--- src/rtl/cipher_pkg.sv ---
// Shared definitions for the LFSR stream cipher: default geometry, FSM state
// encoding and the keystream step used identically on transmit and receive.
package cipher_pkg;

  localparam int DEFAULT_BLOCK_SIZE = 32;
  // Feedback from state bits 32 and 19.
  localparam logic [DEFAULT_BLOCK_SIZE:0] DEFAULT_TAPS = 33'h1_0008_0000;

  // Widest LFSR state the shared step function handles (BLOCK_SIZE <= 63).
  localparam int LFSR_MAX_W = 64;
  typedef logic [LFSR_MAX_W-1:0] lfsr_word_t;

  typedef enum logic [1:0] {
    ST_IDLE  = 2'd0,
    ST_SEED  = 2'd1,
    ST_RUN   = 2'd2,
    ST_DRAIN = 2'd3
  } cipher_state_e;

  // One Fibonacci step. State and taps arrive zero-extended to LFSR_MAX_W;
  // the caller keeps the low bits that belong to its own state width, so the
  // bit shifted into the unused upper region is simply dropped.
  function automatic lfsr_word_t lfsr_step(input lfsr_word_t state, input lfsr_word_t taps);
    return {state[LFSR_MAX_W-2:0], ^(state & taps)};
  endfunction

endpackage

--- src/rtl/lfsr_stream_decrypt_if.sv ---
// Ciphertext-in / plaintext-out streaming bus with valid/ready on each side.
// master: link-side producer of ciphertext and consumer of plaintext.
// slave : the decryptor.
interface lfsr_stream_decrypt_if #(
  parameter int BLOCK_SIZE = 32
);
  logic                  ct_valid;
  logic                  ct_ready;
  logic [BLOCK_SIZE-1:0] ct_data;
  logic                  ct_last;
  logic                  pt_valid;
  logic                  pt_ready;
  logic [BLOCK_SIZE-1:0] pt_data;
  logic                  pt_last;

  modport master (
    output ct_valid, ct_data, ct_last, pt_ready,
    input  ct_ready, pt_valid, pt_data, pt_last
  );

  modport slave (
    input  ct_valid, ct_data, ct_last, pt_ready,
    output ct_ready, pt_valid, pt_data, pt_last
  );
endinterface

--- src/rtl/lfsr_core.sv ---
// Keystream generator shared with the transmit path: a BLOCK_SIZE+1 bit
// Fibonacci LFSR that loads a seed and advances once per enabled step.
// The low BLOCK_SIZE bits of the current state are the keystream word.
module lfsr_core
  import cipher_pkg::*;
#(
  parameter int                    BLOCK_SIZE = DEFAULT_BLOCK_SIZE,
  parameter logic [BLOCK_SIZE:0]   TAPS       = DEFAULT_TAPS
) (
  input  logic                  clk,
  input  logic                  rst_n,
  input  logic                  load_i,
  input  logic [BLOCK_SIZE:0]   seed_i,
  input  logic                  step_i,
  output logic [BLOCK_SIZE-1:0] keystream_o
);

  typedef logic [BLOCK_SIZE:0] state_t;

  state_t state_q, state_d;

  // Next state: a load wins over a step; an all-zero seed would lock the
  // LFSR, so it is replaced by 1.
  always_comb begin
    // NOTE: default assignment first so every path drives state_d and no latch is inferred.
    state_d = state_q;
    if (load_i) begin
      state_d = (seed_i == '0) ? {{BLOCK_SIZE{1'b0}}, 1'b1} : seed_i;
    end else if (step_i) begin
      state_d = state_t'(lfsr_step(lfsr_word_t'(state_q), lfsr_word_t'(TAPS)));
    end
  end

  // State register, cleared on reset.
  always_ff @(posedge clk or negedge rst_n) begin
    // NOTE: non-blocking assignments in clocked blocks so every register samples pre-edge values.
    if (!rst_n) begin
      state_q <= '0;
    end else begin
      state_q <= state_d;
    end
  end

  assign keystream_o = state_q[BLOCK_SIZE-1:0];

endmodule

--- src/rtl/lfsr_stream_decrypt.sv ---
// Receive side of the LFSR stream cipher. Regenerates the transmit keystream
// from the shared seed, XORs it onto each accepted ciphertext block and
// presents the plaintext with one cycle of latency at one block per cycle.
module lfsr_stream_decrypt
  import cipher_pkg::*;
#(
  parameter int                  BLOCK_SIZE = DEFAULT_BLOCK_SIZE,
  parameter logic [BLOCK_SIZE:0] TAPS       = DEFAULT_TAPS,
  parameter int                  CNT_W      = 16
) (
  input  logic                 clk,
  input  logic                 rst_n,
  input  logic                 key_load_i,
  input  logic [BLOCK_SIZE:0]  key_i,
  lfsr_stream_decrypt_if.slave bus,
  output logic                 busy_o,
  output logic [CNT_W-1:0]     blk_count_o
);

  cipher_state_e         state_q;
  logic                  pt_valid_q;
  logic [BLOCK_SIZE-1:0] pt_data_q;
  logic                  pt_last_q;
  logic [CNT_W-1:0]      blk_count_q;

  logic [BLOCK_SIZE-1:0] keystream;
  logic                  ct_ready;
  logic                  ct_accept;
  logic                  pt_accept;

  // Accept a new block while running if the output slot is free or draining
  // this cycle; a key_load cycle never accepts, since the frame restarts.
  assign ct_ready  = (state_q == ST_RUN) && (!pt_valid_q || bus.pt_ready) && !key_load_i;
  assign ct_accept = bus.ct_valid && ct_ready;
  assign pt_accept = pt_valid_q && bus.pt_ready;

  // The seed is captured on the key_load edge so the key only has to be valid
  // alongside the pulse; the SEED cycle is the frame-start bubble. The LFSR
  // advances only on accepted beats, so stalls never skip keystream.
  lfsr_core #(
    .BLOCK_SIZE (BLOCK_SIZE),
    .TAPS       (TAPS)
  ) u_lfsr_core (
    .clk         (clk),
    .rst_n       (rst_n),
    .load_i      (key_load_i),
    .seed_i      (key_i),
    .step_i      (ct_accept),
    .keystream_o (keystream)
  );

  // Frame FSM with registered plaintext slot and block counter.
  always_ff @(posedge clk or negedge rst_n) begin
    if (!rst_n) begin
      state_q     <= ST_IDLE;
      pt_valid_q  <= 1'b0;
      pt_data_q   <= '0;
      pt_last_q   <= 1'b0;
      blk_count_q <= '0;
    end else if (key_load_i) begin
      // Start or abort-and-restart: any in-flight plaintext is discarded.
      state_q    <= ST_SEED;
      pt_valid_q <= 1'b0;
    end else begin
      case (state_q)
        ST_IDLE: ;
        ST_SEED: begin
          blk_count_q <= '0;
          state_q     <= ST_RUN;
        end
        ST_RUN: begin
          if (ct_accept) begin
            pt_data_q   <= bus.ct_data ^ keystream;
            pt_last_q   <= bus.ct_last;
            pt_valid_q  <= 1'b1;
            blk_count_q <= blk_count_q + CNT_W'(1);
            if (bus.ct_last) begin
              state_q <= ST_DRAIN;
            end
          end else if (pt_accept) begin
            pt_valid_q <= 1'b0;
          end
        end
        ST_DRAIN: begin
          if (!pt_valid_q || bus.pt_ready) begin
            pt_valid_q <= 1'b0;
            state_q    <= ST_IDLE;
          end
        end
        default: state_q <= ST_IDLE;
      endcase
    end
  end

  assign bus.ct_ready = ct_ready;
  assign bus.pt_valid = pt_valid_q;
  assign bus.pt_data  = pt_data_q;
  assign bus.pt_last  = pt_last_q;
  assign busy_o       = (state_q != ST_IDLE);
  assign blk_count_o  = blk_count_q;

endmodule

--- src/flat_wrapper.sv ---
// flat-port wrapper written by rule: the top's interface ports become plain ports
module lfsr_stream_decrypt_flat import cipher_pkg::*;
#(
  parameter int                  BLOCK_SIZE = DEFAULT_BLOCK_SIZE,
  parameter logic [BLOCK_SIZE:0] TAPS       = DEFAULT_TAPS,
  parameter int                  CNT_W      = 16
)
  (clk, rst_n, key_load_i, key_i, busy_o, blk_count_o, bus_ct_valid, bus_ct_data, bus_ct_last, bus_pt_ready, bus_ct_ready, bus_pt_valid, bus_pt_data, bus_pt_last);
  lfsr_stream_decrypt_if #(.BLOCK_SIZE(BLOCK_SIZE)) bus_i ();
  input  logic clk;
  input  logic rst_n;
  input  logic key_load_i;
  input  logic [BLOCK_SIZE:0] key_i;
  output logic busy_o;
  output logic [CNT_W-1:0] blk_count_o;
  input wire logic [$bits(bus_i.ct_valid)-1:0] bus_ct_valid;
  input wire logic [$bits(bus_i.ct_data)-1:0] bus_ct_data;
  input wire logic [$bits(bus_i.ct_last)-1:0] bus_ct_last;
  input wire logic [$bits(bus_i.pt_ready)-1:0] bus_pt_ready;
  output wire logic [$bits(bus_i.ct_ready)-1:0] bus_ct_ready;
  output wire logic [$bits(bus_i.pt_valid)-1:0] bus_pt_valid;
  output wire logic [$bits(bus_i.pt_data)-1:0] bus_pt_data;
  output wire logic [$bits(bus_i.pt_last)-1:0] bus_pt_last;
  assign bus_i.ct_valid = bus_ct_valid;
  assign bus_i.ct_data = bus_ct_data;
  assign bus_i.ct_last = bus_ct_last;
  assign bus_i.pt_ready = bus_pt_ready;
  assign bus_ct_ready = bus_i.ct_ready;
  assign bus_pt_valid = bus_i.pt_valid;
  assign bus_pt_data = bus_i.pt_data;
  assign bus_pt_last = bus_i.pt_last;
  lfsr_stream_decrypt #(.BLOCK_SIZE(BLOCK_SIZE), .TAPS(TAPS), .CNT_W(CNT_W)) u_core (.clk(clk), .rst_n(rst_n), .key_load_i(key_load_i), .key_i(key_i), .bus(bus_i), .busy_o(busy_o), .blk_count_o(blk_count_o));
endmodule
--- config.mk ---
export PLATFORM = sky130hd
export DESIGN_NAME = lfsr_stream_decrypt_flat
export DESIGN_NICKNAME = d
export VERILOG_FILES = /design/src/rtl/cipher_pkg.sv /design/src/rtl/lfsr_stream_decrypt_if.sv /design/src/rtl/lfsr_core.sv /design/src/rtl/lfsr_stream_decrypt.sv /design/src/flat_wrapper.sv
export SDC_FILE = /design/constraint.sdc
export NUM_CORES = 1
export LEC_CHECK = 0
export BUFFER_PORTS_ARGS = -buffer_cell sky130_fd_sc_hd__buf_2
export CORE_ASPECT_RATIO = 0.5
export CORE_MARGIN = 8
export CORE_UTILIZATION = 39
export DETAILED_ROUTE_END_ITERATION = 10
export GPL_ROUTABILITY_DRIVEN = 0
export PLACE_DENSITY = 0.65
export RECOVER_POWER = 25
export SETUP_SLACK_MARGIN = 0.2
export SLEW_MARGIN = 0
export SYNTH_ARGS = -nofsm -noshare
export SYNTH_HDL_FRONTEND = slang
export SYNTH_HIERARCHICAL = 1
export SYNTH_SLANG_ARGS = --single-unit
export TNS_END_PERCENT = 100
--- constraint.sdc ---
create_clock -name clk -period 3.2 [get_ports clk]
set_input_delay 0.48 -clock clk [delete_from_list [all_inputs] [get_ports clk]]
set_output_delay 0.48 -clock clk [all_outputs]
set_load 0.02 [all_outputs]
==> flow_results.org <==
** Critical path
- Traced cell by cell, the critical path runs through nor3b_1, nand3_2, inv_2, buf_12, nor2_1, a211oi_1, a21oi_1, o31ai_1.
- The worst setup path is captured at a flop.
- Worst path arrival time :: 2600 ps
- Category of cells accounting for the largest share of critical-path delay :: buffers and inverters
- On the worst path, the slowest cell contributes a delay of 520 ps.
- Category of the critical setup timing path :: flop to flop
- Worst-path fanout max :: 20
- Critical Path Slowest Stage Cell :: sky130_fd_sc_hd__dfrtp_1
- The critical path contains buffers and inverters numbering 2 combined.
- Required time of the worst setup path :: 3450 ps
- CP startpoint kind :: flop

** Worst hold path
- Class of the tightest hold or removal check :: input pin to flop

** Global route
- Entering global routing, the biggest net connects 74 pins.
- First-pass GRT wire length :: 17,500 µm
- The initial antenna violation count came to 0.
- In the global route stage, overall resource usage came out at 0.142.
- Number of global-route vias before repair :: 3,331
- Total gr overflow :: 0

** Clocking
- Worst-path clk slew :: 70 ps
- TritonCTS Buffers :: 9
- CTS Root Buffer Type :: sky130_fd_sc_hd__clkbuf_16
- Total of cells resized after clock tree synthesis :: 0
- The clock tree synthesis step divided the H-tree into 3 levels.
- Setup fix buffers added after clock tree synthesis :: 0
- TritonCTS built the clock tree.
- Worst-case clock buffer depth :: 2
- Hold buffer count at cts :: 0
- CTS saw 85 sinks.
- The later pin in the worst-skew pair is clocked with a latency of 340 ps.

** Power and ir drop
- PD cells :: 600 mW/mm²
- Summed over all nets, the switching power comes to 0.960 mW.
- For this design the static power due to leakage is 2.34 nW.
- The share of total power dissipated in sequential elements is 0.445.
- Of the total power, the clock network draws 0.340.
- Internal power summed over all cells :: 2.14 mW
- Switching power share of the total :: 0.310
- Comb power frac :: 0.215
- Worst ir drop on vdd :: 234 µV

** Route
- After detailed routing, the average wire length per cell comes to 15.7 µm.
- In this run, the number of DRC markers left after iteration 0 of detailed routing was 196.
- Remaining antenna violation count after routing :: 0
- The first detailed-routing pass ran for 4 iterations.
- Summed over all layers, the routed wires come to 10,600 µm.
- Count of vias placed by the detailed router :: 3,334
- DR vias/cell :: 4.95
- DRC violations left :: 0

** Placement
- Prior to clock tree synthesis, the placed netlist has a worst setup slack of 835 ps.
- Final HPWL DP :: 7900 µm
- Number of port buffers :: 122

** Logic synthesis
- Most area-hungry cell type in the Yosys netlist :: sky130_fd_sc_hd__dfrtp_1
- Yosys attributes the largest share of cell area to sky130_fd_sc_hd__dfrtp_1 49%, sky130_fd_sc_hd__o21ai_0 8.0%, sky130_fd_sc_hd__mux2i_1 7.3%.
- Number of enable flip-flop cells after synthesis :: 0
- After synthesis the cells add up to 0.00438 mm².
- Top-area cell type share of the netlist area :: 0.486
- For this run, the number of Yosys warnings is 6.
- Averaged over all synthesized cells, the footprint is 9.95 µm².
- When the netlist entered floorplanning its net count stood at 512.
- Post-synthesis sequential area ratio :: 0.486
- Leading register cell type out of synthesis :: sky130_fd_sc_hd__dfrtp_1
- For this run, asynchronously set or reset flops after synthesis account for 1.00.
- Counting distinct cell types in the post-synthesis netlist gives 47.
- Flops & latches, synth :: 85
- Gate Count Post-Synth :: 440

** Die
- In this run the core area contains 27 standard-cell rows.
- The die is 90.9 µm tall.
- The die covers 0.0151 mm².
- I/O pin count :: 123
- Measured along the x axis, the die boundary spans 166 µm.
- The floorplan step defined a core boundary enclosing 0.0110 mm².
- Initial core utilization :: 0.399

** STA
- On the final layout, the worst clock skew is 5.27 ps.
- Setup repair after global routing missed its margin :: false
- Top achievable clock speed :: 427 MHz
- Adding up every negative setup slack in the final design gives 0 ps.
- Worst path setup slack after routing :: 856 ps
- Final-report hold violation count :: 0
- Time the worst path needs with I/O delays and setup :: 2340 ps
- For the pin with the worst max-slew slack, the measured transition is 1460 ps.
- Dividing the final minimum period by the clock period gives 0.732.
- The final count of pins violating max slew came to 0.
- Measured against its own limit, the worst slew margin works out to 0.0254.
- Setup violations remaining at the end of the flow were counted as 0.
- Across all hold checks on the routed design, the worst slack comes to 359 ps.

** Job
- Max-cap violations :: 0

** Run status
- Status :: finished clean

** Layout
- In the final layout, the share of cells above drive strength 1 is 0.292.
- The number of antenna diodes in the final layout is 0.
- The final layout contains 595 nets.
- Relative to the synthesized area, the layout overhead comes to 17.9%.
- Most common cell after layout, fill and taps aside :: sky130_fd_sc_hd__buf_2
- Leaving out fill and tap cells, the most frequent cells in the layout are 121 x sky130_fd_sc_hd__buf_2, 85 x sky130_fd_sc_hd__dfrtp_1, 70 x sky130_fd_sc_hd__o21ai_0.
## cell families after synthesis
kind of cell             synth area share
AND/OR/NAND/NOR                     0.149
AO/OA/AOI/OAI                       0.119
flip-flops                          0.486
buffers and inverters              0.0875
XOR/XNOR                           0.0740
multiplexers                       0.0818
adder cells (fa/ha/maj)           0.00286
## cell usage after synthesis, types with 2 or more instances
| cell | instances |
|---|---|
| sky130_fd_sc_hd__dfrtp_1 | 85 |
| sky130_fd_sc_hd__o21ai_0 | 70 |
| sky130_fd_sc_hd__nand2_1 | 69 |
| sky130_fd_sc_hd__xnor2_1 | 34 |
| sky130_fd_sc_hd__buf_4 | 33 |
| sky130_fd_sc_hd__mux2i_1 | 32 |
| sky130_fd_sc_hd__clkbuf_1 | 15 |
| sky130_fd_sc_hd__a21oi_1 | 11 |
| sky130_fd_sc_hd__nand3_1 | 9 |
| sky130_fd_sc_hd__nand4_1 | 8 |
| sky130_fd_sc_hd__nor4_1 | 8 |
| sky130_fd_sc_hd__nor2_1 | 6 |
| sky130_fd_sc_hd__o31ai_1 | 6 |
| sky130_fd_sc_hd__buf_6 | 5 |
| sky130_fd_sc_hd__or3_1 | 5 |
| sky130_fd_sc_hd__or4_1 | 4 |
| sky130_fd_sc_hd__buf_2 | 3 |
| sky130_fd_sc_hd__xor2_1 | 3 |
| sky130_fd_sc_hd__a31oi_1 | 2 |
| sky130_fd_sc_hd__and3_1 | 2 |
| sky130_fd_sc_hd__inv_1 | 2 |
| sky130_fd_sc_hd__mux2_2 | 2 |
| sky130_fd_sc_hd__nor3b_1 | 2 |
## power by group through the flow
| stage | Combinational (mW) | Sequential [mW] | Clock (mW) |
|---|---|---|---|
| 3_5_place_dp | 0.682 | 1.40 | 0 |
| 5_1_grt | 0.738 | 1.40 | 1.14 |
| 3_3_place_gp | 0.670 | 1.39 | 0 |
| 4_1_cts | 0.683 | 1.38 | 1.09 |
| 2_1_floorplan | 0.302 | 1.53 | 0 |
| 6_report | 0.665 | 1.38 | 1.05 |
## final timing paths
| path | startpoint | end | slack [ps] | depth (start not counted) |
|---|---|---|---|---|
| setup / recovery | u_core/state_q[0]$_DFFE_PN0P_ | u_core/u_lfsr_core/state_q[0]$_DFFE_PN0P_ | 860 | 8 |
| hold / removal | key_i[29] | u_core/u_lfsr_core/state_q[29]$_DFFE_PN0P_ | 360 | 3 |
| setup reg to reg | u_core/state_q[0]$_DFFE_PN0P_ | u_core/u_lfsr_core/state_q[0]$_DFFE_PN0P_ | 860 | 8 |
| hold reg to reg | u_core/bus.pt_data[11]$_DFFE_PN0P_ | u_core/bus.pt_data[11]$_DFFE_PN0P_ | 470 | 2 |
| max in group asynchronous | rst_n | u_core/blk_count_o[11]$_DFFE_PN0P_ | 1750 | 2 |
| min in group asynchronous | rst_n | u_core/bus.pt_data[22]$_DFFE_PN0P_ | 480 | 1 |
## metal layers
metal | vias up | GRT usage | routed length [µm]
met4 | 0 | 0.0383 | 101
li1 | 1673 | - | -
met1 | 1578 | 0.176 | 4840
met5 | - | 0 | 0
met3 | 10 | 0.0449 | 476
met2 | 73 | 0.235 | 5140
## state kept, by name, summed over array words and instances, names as in the netlist
signal and cells:
u_core/blk_count_o 16, u_core/bus.pt_data 32, u_core/bus.pt_last 1, u_core/bus.pt_valid 1
u_core/state_q 2, u_core/u_lfsr_core/state_q 33
## area by class of cell
cell class / count / area (µm²)
multi-input combinational: 297 / 1870
timing repair buffer: 128 / 668
fill: 1058 / 5820
clock inverter: 5 / 60.1
sequential: 85 / 2130
tap: 145 / 181
inverter: 2 / 7.51
clock buffer: 11 / 243
## worst min-delay path, cell delays in order
cell and delay, ps:
sky130_fd_sc_hd__buf_2 90, sky130_fd_sc_hd__nand2_1 40, sky130_fd_sc_hd__o21ai_0 60
## metrics by stage
step	instance area, µm²	util	power (mW)	std cells
after detailed placement	4860	0.443	2.08	657
after CTS	5160	0.470	3.15	673
after global placement	4860	0.443	2.06	657
after floorplan	4380	-	1.84	440
after global routing	5160	0.470	3.28	673
final	5160	0.470	3.10	673
(Power assumes the default switching activity.)
